$ cat src/rtl/gate_accumulator.sv
// gate_accumulator: registered bitwise gate (AND/OR/XOR/NAND) with a
// valid/ready interface. Single mode emits one result per beat; accumulate
// mode folds a multi-beat packet into one result emitted after the last beat.
// Optional feature macro: GATE_ACCUMULATOR_PARITY_EN adds out_parity, the
// XOR-reduce of out_f, registered and held alongside it.
module gate_accumulator #(
    parameter int WIDTH = 8,
    parameter int CNT_W = 4
) (
    input  logic             clk,
    input  logic             rst,
    input  logic             in_valid,
    output logic             in_ready,
    input  logic [WIDTH-1:0] in_a,
    input  logic [WIDTH-1:0] in_b,
    input  logic [1:0]       in_op,
    input  logic             in_acc,
    input  logic             in_last,
    output logic             out_valid,
    input  logic             out_ready,
    output logic [WIDTH-1:0] out_f,
    output logic [CNT_W-1:0] out_beats
`ifdef GATE_ACCUMULATOR_PARITY_EN
    ,
    output logic             out_parity
`endif
);

    localparam logic [0:0] ST_IDLE  = 1'b0;
    localparam logic [0:0] ST_ACCUM = 1'b1;

    localparam logic [1:0] OP_AND  = 2'b00;
    localparam logic [1:0] OP_OR   = 2'b01;
    localparam logic [1:0] OP_XOR  = 2'b10;
    localparam logic [1:0] OP_NAND = 2'b11;

    localparam logic [CNT_W-1:0] CNT_ONE = {{(CNT_W-1){1'b0}}, 1'b1};
    localparam logic [CNT_W-1:0] CNT_MAX = {CNT_W{1'b1}};

    logic [0:0]       r_state;
    logic [WIDTH-1:0] r_acc;
    logic [CNT_W-1:0] r_cnt;
    logic [1:0]       r_op;
    logic             r_mode;
    logic             r_out_valid;
    logic [WIDTH-1:0] r_out_f;
    logic [CNT_W-1:0] r_out_beats;

    logic             w_idle;
    logic             w_accept;
    logic             w_take;
    logic [1:0]       w_op_eff;
    logic [WIDTH-1:0] w_beat;
    logic [WIDTH-1:0] w_fold;
    logic [CNT_W-1:0] w_cnt_inc;
    logic             w_complete;
    logic [WIDTH-1:0] w_result;
    logic [CNT_W-1:0] w_res_beats;

    assign w_idle    = (r_state == ST_IDLE);
    assign in_ready  = !r_out_valid || out_ready;
    assign w_accept  = in_valid && in_ready;
    assign w_take    = r_out_valid && out_ready;

    // Inside a packet the op latched on the first beat governs every beat.
    assign w_op_eff  = w_idle ? in_op : r_op;

    // Per-beat value; NAND keeps the un-inverted AND so the fold stays associative.
    always_comb begin
        case (w_op_eff)
            OP_OR:   w_beat = in_a | in_b;
            OP_XOR:  w_beat = in_a ^ in_b;
            default: w_beat = in_a & in_b;
        endcase
    end

    // Combine the running accumulator with the current beat.
    always_comb begin
        case (r_op)
            OP_OR:   w_fold = r_acc | w_beat;
            OP_XOR:  w_fold = r_acc ^ w_beat;
            default: w_fold = r_acc & w_beat;
        endcase
    end

    assign w_cnt_inc = (r_cnt == CNT_MAX) ? r_cnt : (r_cnt + CNT_ONE);

    // A beat completes a result in IDLE unless it opens a packet; in ACCUM only on last.
    assign w_complete = w_accept &&
                        (w_idle ? (!in_acc || in_last) : (in_last && r_mode));

    // Final result: invert only at emission time for NAND.
    always_comb begin
        if (w_idle) begin
            w_result    = (in_op == OP_NAND) ? ~w_beat : w_beat;
            w_res_beats = CNT_ONE;
        end else begin
            w_result    = (r_op == OP_NAND) ? ~w_fold : w_fold;
            w_res_beats = w_cnt_inc;
        end
    end

    // Packet state machine, accumulator, beat counter and latched op/mode.
    always_ff @(posedge clk) begin
        if (rst) begin
            r_state <= ST_IDLE;
            r_acc   <= '0;
            r_cnt   <= '0;
            r_op    <= OP_AND;
            r_mode  <= 1'b0;
        end else if (w_accept) begin
            if (w_idle) begin
                r_op   <= in_op;
                r_mode <= in_acc;
                if (in_acc && !in_last) begin
                    r_acc   <= w_beat;
                    r_cnt   <= CNT_ONE;
                    r_state <= ST_ACCUM;
                end
            end else if (w_complete) begin
                r_acc   <= '0;
                r_cnt   <= '0;
                r_state <= ST_IDLE;
            end else begin
                r_acc <= w_fold;
                r_cnt <= w_cnt_inc;
            end
        end
    end

    // Output register: load on completion (even during a take), clear valid on a bare take.
    always_ff @(posedge clk) begin
        if (rst) begin
            r_out_valid <= 1'b0;
            r_out_f     <= '0;
            r_out_beats <= '0;
        end else if (w_complete) begin
            r_out_valid <= 1'b1;
            r_out_f     <= w_result;
            r_out_beats <= w_res_beats;
        end else if (w_take) begin
            r_out_valid <= 1'b0;
        end
    end

    assign out_valid = r_out_valid;
    assign out_f     = r_out_f;
    assign out_beats = r_out_beats;

`ifdef GATE_ACCUMULATOR_PARITY_EN
    logic r_parity;

    // Parity travels with out_f and is held with it.
    always_ff @(posedge clk) begin
        if (rst) begin
            r_parity <= 1'b0;
        end else if (w_complete) begin
            r_parity <= ^w_result;
        end
    end

    assign out_parity = r_parity;
`endif

endmodule

$ cat config.mk
export PLATFORM = sky130hd
export DESIGN_NAME = gate_accumulator
export DESIGN_NICKNAME = d
export VERILOG_FILES = /design/src/rtl/gate_accumulator.sv
export SDC_FILE = /design/constraint.sdc
export NUM_CORES = 1
export LEC_CHECK = 0
export CAP_MARGIN = 0
export CORE_MARGIN = 2
export CORE_UTILIZATION = 55
export DETAILED_ROUTE_END_ITERATION = 12
export PLACE_DENSITY = 0.81
export SLEW_MARGIN = 10
export SYNTH_ARGS = -nofsm -noshare
export SYNTH_HDL_FRONTEND = slang
export SYNTH_SLANG_ARGS = --single-unit
$ cat constraint.sdc
create_clock -name clk -period 3.66 [get_ports clk]
set_clock_uncertainty 0.15 [all_clocks]
set_input_delay 0.366 -clock clk [delete_from_list [all_inputs] [get_ports clk]]
set_output_delay 0.366 -clock clk [all_outputs]
set_load 0.02 [all_outputs]
After elaboration in Yosys (flattened, before gate mapping)

Cells that the tools add are included.

$add $sub $neg: 1
Eq/ne operators: 7
Mux-type cells: 20
Bitwise logic cells: 9
Reduce and logical (&&, ||, !) cells: 14

Operators with widths:

| cell                                                                  | count |
|---|---|
| 8-bit 2-to-1 mux                                                      | 6 |
| 8-bit case mux with 2 select lines                                    | 2 |
| 4-bit 2-to-1 mux                                                      | 5 |
| 8-bit bitwise AND                                                     | 2 |
| 8-bit inverter                                                        | 2 |
| 8-bit OR                                                              | 2 |
| 8-bit XOR                                                             | 2 |
| 2-bit equality test, second input constant                            | 4 |
| 1-bit 2-to-1 mux                                                      | 6 |
| 1-bit logical AND                                                     | 5 |
| 4-bit by 1-bit adder with 4-bit output, second input constant         | 1 |
| 2-bit by 1-bit equality test with 1-bit output, second input constant | 2 |
| 4-bit equality test, second input constant                            | 1 |
| 2-bit AND reduction                                                   | 2 |
| 2-bit nonzero test                                                    | 2 |
| 1-bit logical NOT                                                     | 3 |
| 1-bit logical OR                                                      | 2 |
| 2-bit 2-to-1 mux                                                      | 1 |
| 1-bit inverter                                                        | 1 |

Flip-flop bits (word level): 29
Input bits: 24
Output and inout port bits: 14
Word-level logic and storage cells: 59

Depth between registers and ports, before layout

Gate-level depths: netlist of the first run.

Word-level depth: 8
Gate-level depth with buffers: 14
Mapped depth without buffers: 12

Least setup slack after synthesis of the first run

OpenSTA, ideal clock, no wires.

Path type: reg2reg
Start: reg r_state
End: reg r_out_f[2], in the netlist out_f[2]
Setup time: 0.124 ns
Arrival: 2.687 ns
Required time: 3.386 ns
Setup slack: 0.699 ns
Stages on the path, launching flop included: 15
Buffers on the path: 2
Period minus slack after synthesis: 2.961 ns
Cells stage by stage: dfxtp_1 buf_2 mux2i_1 inv_1 ha_1 buf_6 nor2b_1 a31oi_1 inv_1 ha_1 nand2_1 a31oi_1 xor2_1 a221oi_1 o21ai_0

Longest elaborated chain between the ends: 8
Elaborated cells between the ends (all ways): 15
Classes of those cells: 2 x eq/ne; 7 x mux; 5 x bitwise; 1 x reduce/logical

Ends and longest elaborated chain:

| element                                                                                      | line | RTL |
|---|---|---|
| start, declared                                                                              | 40   | `logic [0:0] r_state;` |
| start signal, assigned                                                                       | 106  | `r_state <= ST_IDLE;` |
| start signal, assigned                                                                       | 118  | `r_state <= ST_ACCUM;` |
| start signal, assigned                                                                       | 123  | `r_state <= ST_IDLE;` |
| 2-bit 2-to-1 mux *                                                                           | n/a  |  |
| net w_op_eff[1]                                                                              | 52   | `logic [1:0] w_op_eff;` |
| 2-bit equality test / 2-bit by 1-bit equality test with 1-bit output (equally long branches) | 70   | `case (w_op_eff)` |
| 8-bit case mux with 2 select lines *                                                         | 70   |  |
| 8-bit bitwise AND (tied with other cells)                                                    | 82   | `default: w_fold = r_acc & w_beat;` |
| 8-bit case mux with 2 select lines                                                           | 79   | `case (r_op)` |
| 8-bit inverter                                                                               | 98   | `w_result = (r_op == OP_NAND) ? ~w_fold : w_fold;` |
| 8-bit 2-to-1 mux                                                                             | 98   |  |
| 8-bit 2-to-1 mux *                                                                           | 94   | `if (w_idle) begin` |
| end signal, assigned                                                                         | 139  | `r_out_f <= w_result;` |
| end, declared                                                                                | 46   | `logic [WIDTH-1:0] r_out_f;` |

The timed path passes the listed nets; every way through them passes the cells marked *.
A chain may end at the register's enable or synchronous reset.

Final worst setup path of the first run

Start: in in_op[1]
End: reg r_out_f[2], in the netlist out_f[2]

Longest elaborated chain between the ends: 8
Elaborated cells between the ends (all ways): 14
Classes of those cells: 3 x eq/ne; 6 x mux; 5 x bitwise

Ends and longest elaborated chain:

| element                                                                                      | line | RTL |
|---|---|---|
| start, declared                                                                              | 16   | `input logic [1:0] in_op,` |
| 2-bit 2-to-1 mux *                                                                           | n/a  |  |
| net w_op_eff[1]                                                                              | 52   |  |
| 2-bit equality test / 2-bit by 1-bit equality test with 1-bit output (equally long branches) | 70   |  |
| 8-bit case mux with 2 select lines *                                                         | 70   |  |
| 8-bit bitwise AND (tied with other cells)                                                    | 82   |  |
| 8-bit case mux with 2 select lines                                                           | 79   |  |
| 8-bit inverter                                                                               | 98   |  |
| 8-bit 2-to-1 mux                                                                             | 98   |  |
| 8-bit 2-to-1 mux *                                                                           | 94   |  |

Marks and branches as above.

==> results of run 1 <==
-- metrics by stage --
stage | worst slack (ps) | util
finish | 333 | 0.674
global route | 71.1 | 0.674
CTS | 379 | 0.674
detailed placement | 84.7 | 0.654
global placement | 348 | 0.654
floorplan | 699 | -
-- cells in the final DEF, fill, tap and decap left out, types with 2 or more instances in the layout --
master	Yosys	routed
a31oi_2	5	5
inv_2	5	5
xnor2_1	6	6
mux2i_1	11	11
buf_4	2	2
o22ai_1	2	2
a31oi_1	15	15
clkbuf_8	0	5
a21o_1	2	2
inv_1	35	35
nor3_1	5	5
nand2_1	19	19
nor2b_1	15	15
a21oi_1	13	13
dfxtp_1	29	29
a211oi_1	6	6
clkdlybuf4s50_1	0	37
a221oi_1	2	2
nor2_1	21	21
o21ai_1	3	3
nand2b_1	18	18
ha_1	37	37
a222oi_1	2	2
xor2_1	7	7
nand3_1	5	5
nand3b_1	7	7
clkinv_2	0	2
o21ai_0	13	13
-- area by class of cell --
type                    count  area (um2)  area share
multi-input cells         229        1690       0.571
repair buffers             39         385       0.130
clock inverters             3        17.5     0.00593
flip-flops and latches     29         581       0.197
clock buffers               5        68.8      0.0233
inverters                  40         150      0.0508
well taps                  52        65.1      0.0220
-- worst reg2reg max path: stages (launching register included) --
cell,delay (ps)
dfxtp_1,410
mux2i_1,300
inv_1,70
ha_1,430
inv_2,140
a31oi_1,330
inv_1,140
ha_1,310
nand2_1,60
a31oi_1,290
xor2_1,130
a221oi_1,270
o21ai_0,120
-- kinds of logic (layout without fill, tap and decap cells) --
| kind of cell | Yosys count | count (layout) | synth area share |
|---|---|---|---|
| AOI/OAI and AO/OA | 72 | 72 | 0.196 |
| buffers and inverters | 56 | 87 | 0.0945 |
| xor gates and xnor gates | 13 | 13 | 0.0455 |
| DFF | 29 | 29 | 0.232 |
| muxes | 11 | 11 | 0.0440 |
| adders and majority gates | 37 | 37 | 0.185 |
| and+or+nand+nor | 96 | 96 | 0.203 |
-- path summary, 6_finish.rpt --
check	start	to	slack, ps	cells after the start
min	out_beats[0]$_SDFFE_PP0P_	out_beats[0]$_SDFFE_PP0P_	300	2
max	in_op[1]	out_f[2]$_SDFFE_PP0P_	330	13
max reg2reg	r_state$_SDFFE_PP0P_	out_f[2]$_SDFFE_PP0P_	380	12
min reg2reg	out_beats[0]$_SDFFE_PP0P_	out_beats[0]$_SDFFE_PP0P_	300	2
-- routing by layer --
| layer | up-vias | routed length (um) | part of all wire |
|---|---|---|---|
| met5 | - | 0 | 0 |
| met4 | 0 | 77 | 0.013 |
| met3 | 7 | 385 | 0.066 |
| met2 | 92 | 2800 | 0.48 |
| met1 | 1050 | 2560 | 0.44 |
| li1 | 1129 | - | - |
-- registers in the layout, indices dropped and copies added, names as in the netlist --
signal     flops
out_f          8
r_acc          8
out_beats      4
r_cnt          4
r_op           2
out_valid      1
r_mode         1
r_state        1
-- Yosys cell counts, types with 2 or more instances --
master	n
inv_2	5
a211oi_1	6
nor2_1	21
buf_6	2
xor2_1	7
a221oi_1	2
nand3b_1	7
o22ai_1	2
nand2b_1	18
a21o_1	2
buf_2	3
xnor2_1	6
a21oi_1	13
inv_1	35
mux2i_1	11
nand2_1	19
o21ai_0	13
a31oi_2	5
ha_1	37
nor2b_1	15
dfxtp_1	29
o21ai_1	3
nor3_1	5
clkbuf_1	8
buf_4	2
a222oi_1	2
a31oi_1	15
nand3_1	5
-- power groups by stage --
stage                     registers (mW)  clock network, mW  logic (mW)
after floorplan                    0.370                  0       0.238
after global placement             0.359                  0       0.337
after detailed placement           0.360                  0       0.351
after CTS                          0.353              0.265       0.356
after global routing               0.356              0.278       0.400
final                              0.353              0.270       0.360
==> metrics.yaml, run 1 <==
die:
  num_rows: 24
  dieArea_um2: 5110
  die_x_um: 71.5
  initial_core_util: 0.571
  core_area_um2: 4380
  ios: 38
  die_y_um: 71.5
critical_path:
  critPathBufInv: 4
  worst-path-max-fanout: 10
  crit_family: "compound AO/OA/AOI/OAI gates"
  cp_slowest_stage_delay_ps: 440
  end_kind: "flip-flop"
  required_ps: 3670
  cpMaxStageDelayCell: "clkdlybuf4s50_1"
  cp_data_arrival_time_ps: 3340
  start_kind: "input pin"
  cp_cell_sequence: "clkdlybuf4s50_1 > mux2i_1 > inv_1 > ha_1 > inv_2 > a31oi_1 > inv_1 > ha_1 > nand2_1 > a31oi_1 > xor2_1 > a221oi_1 > o21ai_0"
  setup.worst_path.class: "in2reg"
grt:
  met3_usage: 0.0352
  first_global_vias: 2114
  antenna_found_initial: 0
  busiest_layer: "met2"
  use_met1: 0.317
  grt_remaining_overflow: 0
  grt_max_degree: 30
  track_usage: 0.239
  grt.met2_usage: 0.394
  grt_pass1_wl_mm: 9.74
synthesis:
  syn_area_per_cell_um2: 7.97
  synth_top_area_share: 0.232
  synth.distinct_cells: 44
  ys_async_sr_fraction: 0
  syn-cell-area_um2: 2500
  yosysTopAreaCell: "dfxtp_1"
  synth_seq_area_share: 0.232
  yosysWarnings: 0
  synthTopCellsByArea: "dfxtp_1, ha_1, inv_1, nand2b_1, mux2i_1"
  synth_edf_count: 0
  ys.flop_type: "dfxtp_1"
  syn_inst: 314
  synth-seq-cells: 29
  syn-num-nets: 375
placed_design:
  portBuffers: 37
  routabilityCongestion: 0.914
  dpl.hpwl_mm: 4.12
  dp_cells: 389
  placed_area_um2: 2870
power_and_ir_drop:
  p_total_uw: 982
  p_comb_frac: 0.366
  irDropWorstVdd_uv: 152
  seqPwrFrac: 0.359
  p_int_uw: 627
  netSwitchingFraction: 0.362
  power.switching_uw: 355
  power_density_nw_per_um2: 332
  p_leak_nw: 1.33
  clock_power_share: 0.275
drt:
  drt_wl_total_mm: 5.83
  ant_nets: 0
  firstDrtPassIters: 5
  vias: 2278
  via_per_inst: 5.74
  wire_per_inst_um: 14.7
  drc_errors: 0
  drt_first_iter_violations: 245
cts:
  ctsResizeCount: 0
  cts_sinks: 29
  insertion_delay_ps: 290
  cts_tree: "yes"
  cts-root-buf: "clkbuf_8"
  htreeDepth: 2
  clkTransAtPathRegs_ps: 70
  cts_setup_buffers: 0
  clock_tree.buffer_depth: 2
  postCtsHoldBufs: 0
  cts_made_buffers: 5
sta:
  finalHoldViolations: 0
  fmax_mhz: 301
  hold_ws_ps: 302
  final-max-slew-violation-count: 0
  setup_tns_ps: 0
  fin_crit_ps: 3330
  rsz0062_at_grt: "no"
  tightest_slew_ps: 970
  setup_violations: 0
  fin_crit_sh: 0.909
  slew_headroom: 0.351
run:
  cap_violations: 0
cells_and_area:
  area_delta_synth_final_pct: 18.0
  nNetsFinal: 405
  stdcell_area_um2: 2950
  instances_no_fill: 397
  n_fill_cell: 375
  drive_gt1_frac: 0.0667
  num_antenna_cells: 0
hold_path:
  hp-class: "reg2reg"
status:
  status: "finished, final reports clean"
Note: power is estimated with default switching activity, not from simulation.
==> run 2, diff against run 1 <==
--- a/config.mk
+++ b/config.mk
@@ -6,9 +6,11 @@
 export NUM_CORES = 1
 export LEC_CHECK = 0
 export CAP_MARGIN = 0
+export CORE_ASPECT_RATIO = 1.25
 export CORE_MARGIN = 2
 export CORE_UTILIZATION = 55
 export DETAILED_ROUTE_END_ITERATION = 12
+export MAX_ROUTING_LAYER = met4
 export PLACE_DENSITY = 0.81
 export SLEW_MARGIN = 10
 export SYNTH_ARGS = -nofsm -noshare
==> run 2 against run 1 <==
Against the previous run: clock power increased by 29%; sequential power about the same; critical path type unchanged; maximum frequency increased by 4.9%; flip-flop and latch count unchanged; largest cell class unchanged; total power increased by 7.4%.
==> metrics.yaml, run 2 (synthesis results as in run 1) <==
cts:
  htreeDepth: 2  # unchanged
  cts_tree: "yes"
  clkTransAtPathRegs_ps: 70  # about the same
  cts_made_buffers: 5  # unchanged
  clock_tree.buffer_depth: 2  # unchanged
  insertion_delay_ps: 290  # about the same
  cts_sinks: 29  # unchanged
  cts-root-buf: "clkbuf_8"
  cts_setup_buffers: 0  # unchanged
  postCtsHoldBufs: 0  # unchanged
  ctsResizeCount: 0  # unchanged
die:
  die_y_um: 79.4  # +11%
  ios: 38  # unchanged
  dieArea_um2: 5110  # about the same
  die_x_um: 64.3  # -10%
  core_area_um2: 4390  # +0.17%
  initial_core_util: 0.570  # -0.000976
  num_rows: 27  # +13%
grt:
  first_global_vias: 2137  # +1.1%
  track_usage: 0.240  # +0.000950
  grt_max_degree: 31  # +3.3%
  grt_pass1_wl_mm: 9.49  # -2.6%
  antenna_found_initial: 0  # unchanged
  grt_remaining_overflow: 0  # unchanged
drt:
  vias: 2262  # -0.70%
  drc_errors: 0  # unchanged
  drt_first_iter_violations: 170  # -31%
  via_per_inst: 5.61  # -2.2%
  drt_wl_total_mm: 5.47  # -6.1%
  firstDrtPassIters: 4  # -1
  wire_per_inst_um: 13.6  # -7.5%
  ant_nets: 0  # unchanged
critical_path:
  required_ps: 3680  # about the same
  cp_data_arrival_time_ps: 3190  # -150 ps
  crit_path_start: "in_op[1]"
  cp_slowest_stage_delay_ps: 440  # about the same
  worstReg2RegStart: "r_state$_SDFFE_PP0P_"
  start_kind: "input pin"
  cpMaxStageDelayCell: "clkdlybuf4s50_1"
  setup.worst_path.class: "in2reg"
  worst-path-max-fanout: 10  # unchanged
  cp_cell_sequence: "clkdlybuf4s50_1 > mux2i_1 > inv_1 > ha_1 > inv_2 > a31oi_1 > inv_1 > ha_1 > nand2_1 > a31oi_1 > xor2_1 > a221oi_1 > o21ai_0"
  crit_family: "compound AO/OA/AOI/OAI gates"
  end_kind: "flip-flop"
  critPathBufInv: 4  # unchanged
cells_and_area:
  num_antenna_cells: 0  # unchanged
  n_fill_cell: 373  # -0.53%
  drive_gt1_frac: 0.0638  # -0.00290
  stdcell_area_um2: 2990  # +1.3%
  area_delta_synth_final_pct: 19.5
  layout_common_cells: "ha_1, clkdlybuf4s50_1, inv_1"
  nNetsFinal: 405  # unchanged
sta:
  final-max-slew-violation-count: 0  # unchanged
  setup_violations: 0  # unchanged
  setup_tns_ps: 0  # unchanged
  fin_crit_sh: 0.867  # -0.0421
  fmax_mhz: 315  # +4.9%
  fin_crit_ps: 3170  # -154 ps
  slew_headroom: 0.345  # -0.00593
  rsz0062_at_grt: "no"
  tightest_slew_ps: 979  # +8.86 ps
  finalHoldViolations: 0  # unchanged
status:
  status: "finished, final reports clean"
power_and_ir_drop:
  p_leak_nw: 1.34  # +1.1%
  irDropWorstVdd_uv: 180  # +18%
  power_density_nw_per_um2: 352  # +6.0%
placed_design:
  placed_area_um2: 2880  # +0.26%
  portBuffers: 37  # unchanged
  dpl.hpwl_mm: 4.02  # -2.3%
  routabilityCongestion: 0.850  # -6.9%
run:
  cap_violations: 0  # unchanged
hold_path:
  hold_start: "out_beats[0]$_SDFFE_PP0P_"
  hp-class: "reg2reg"
-- run 2: cell count changes in the layout (fill, tap and decap cells not counted) --
cell / previous run / this run
clkinvlp_4: 1 / 0
clkbuf_1: 0 / 1
clkbuf_8: 5 / 6
clkinv_2: 2 / 0
bufinv_16: 0 / 1
-- run 2: stage by stage --
| stage | hold slack [ps] | power, mW | setup slack (ps) | cells | util |
|---|---|---|---|---|---|
| finish | 304 | 1.05 | 487 | 403 | 0.681 |
| global route | 327 | 1.12 | 178 | 403 | 0.681 |
| CTS | 304 | 1.05 | 501 | 403 | 0.681 |
| detailed placement | 297 | 0.707 | 212 | 395 | 0.655 |
| global placement | 290 | 0.695 | 351 | 395 | 0.655 |
| floorplan | 310 | 0.608 | 699 | 314 | - |
-- run 2: per-layer routing --
metal | global-route usage | wire length [um] | vias to the layer above
li1 | - | - | 1129
met1 | 0.286 | 2340 | 1035
met2 | 0.413 | 2710 | 87
met3 | 0.0296 | 308 | 11
met4 | 0.0894 | 108 | 0
met5 | - | 0 | -
-- run 2: final timing paths --
path	to	slack [ps]	depth (start not counted)
worst max-delay path	out_f[5]$_SDFFE_PP0P_	490	13
worst min register to register	out_beats[0]$_SDFFE_PP0P_	300	2
worst max register to register	out_f[5]$_SDFFE_PP0P_	530	12
worst min-delay path	out_beats[0]$_SDFFE_PP0P_	300	2
-- run 2: where the power goes --
part / switching [mW] / internal, mW / total, mW / leakage, nW
clock: 0.127 / 0.222 / 0.349 / 0.0585
combinational: 0.196 / 0.157 / 0.352 / 1.04
sequential: 0.0156 / 0.338 / 0.353 / 0.237
total: 0.339 / 0.716 / 1.05 / 1.34
-- run 2: final cells by class --
| cell class | count | area, um2 | share of cell area |
|---|---|---|---|
| Clock inverter | 1 | 30.0 | 0.0100 |
| Multi-Input combinational cell | 229 | 1690 | 0.564 |
| Clock buffer | 7 | 86.3 | 0.0289 |
| Inverter | 40 | 150 | 0.0502 |
| Timing Repair Buffer | 39 | 385 | 0.129 |
| Tap cell | 58 | 72.6 | 0.0243 |
| Sequential cell | 29 | 581 | 0.194 |
-- run 2: worst register-to-register path, stage by stage (launching register included) --
cell	delay, ps
dfxtp_1	410
mux2i_1	320
inv_1	80
ha_1	430
inv_2	140
a31oi_1	310
inv_1	110
ha_1	290
nand2_1	50
a31oi_1	250
xor2_1	110
a221oi_1	250
o21ai_0	100
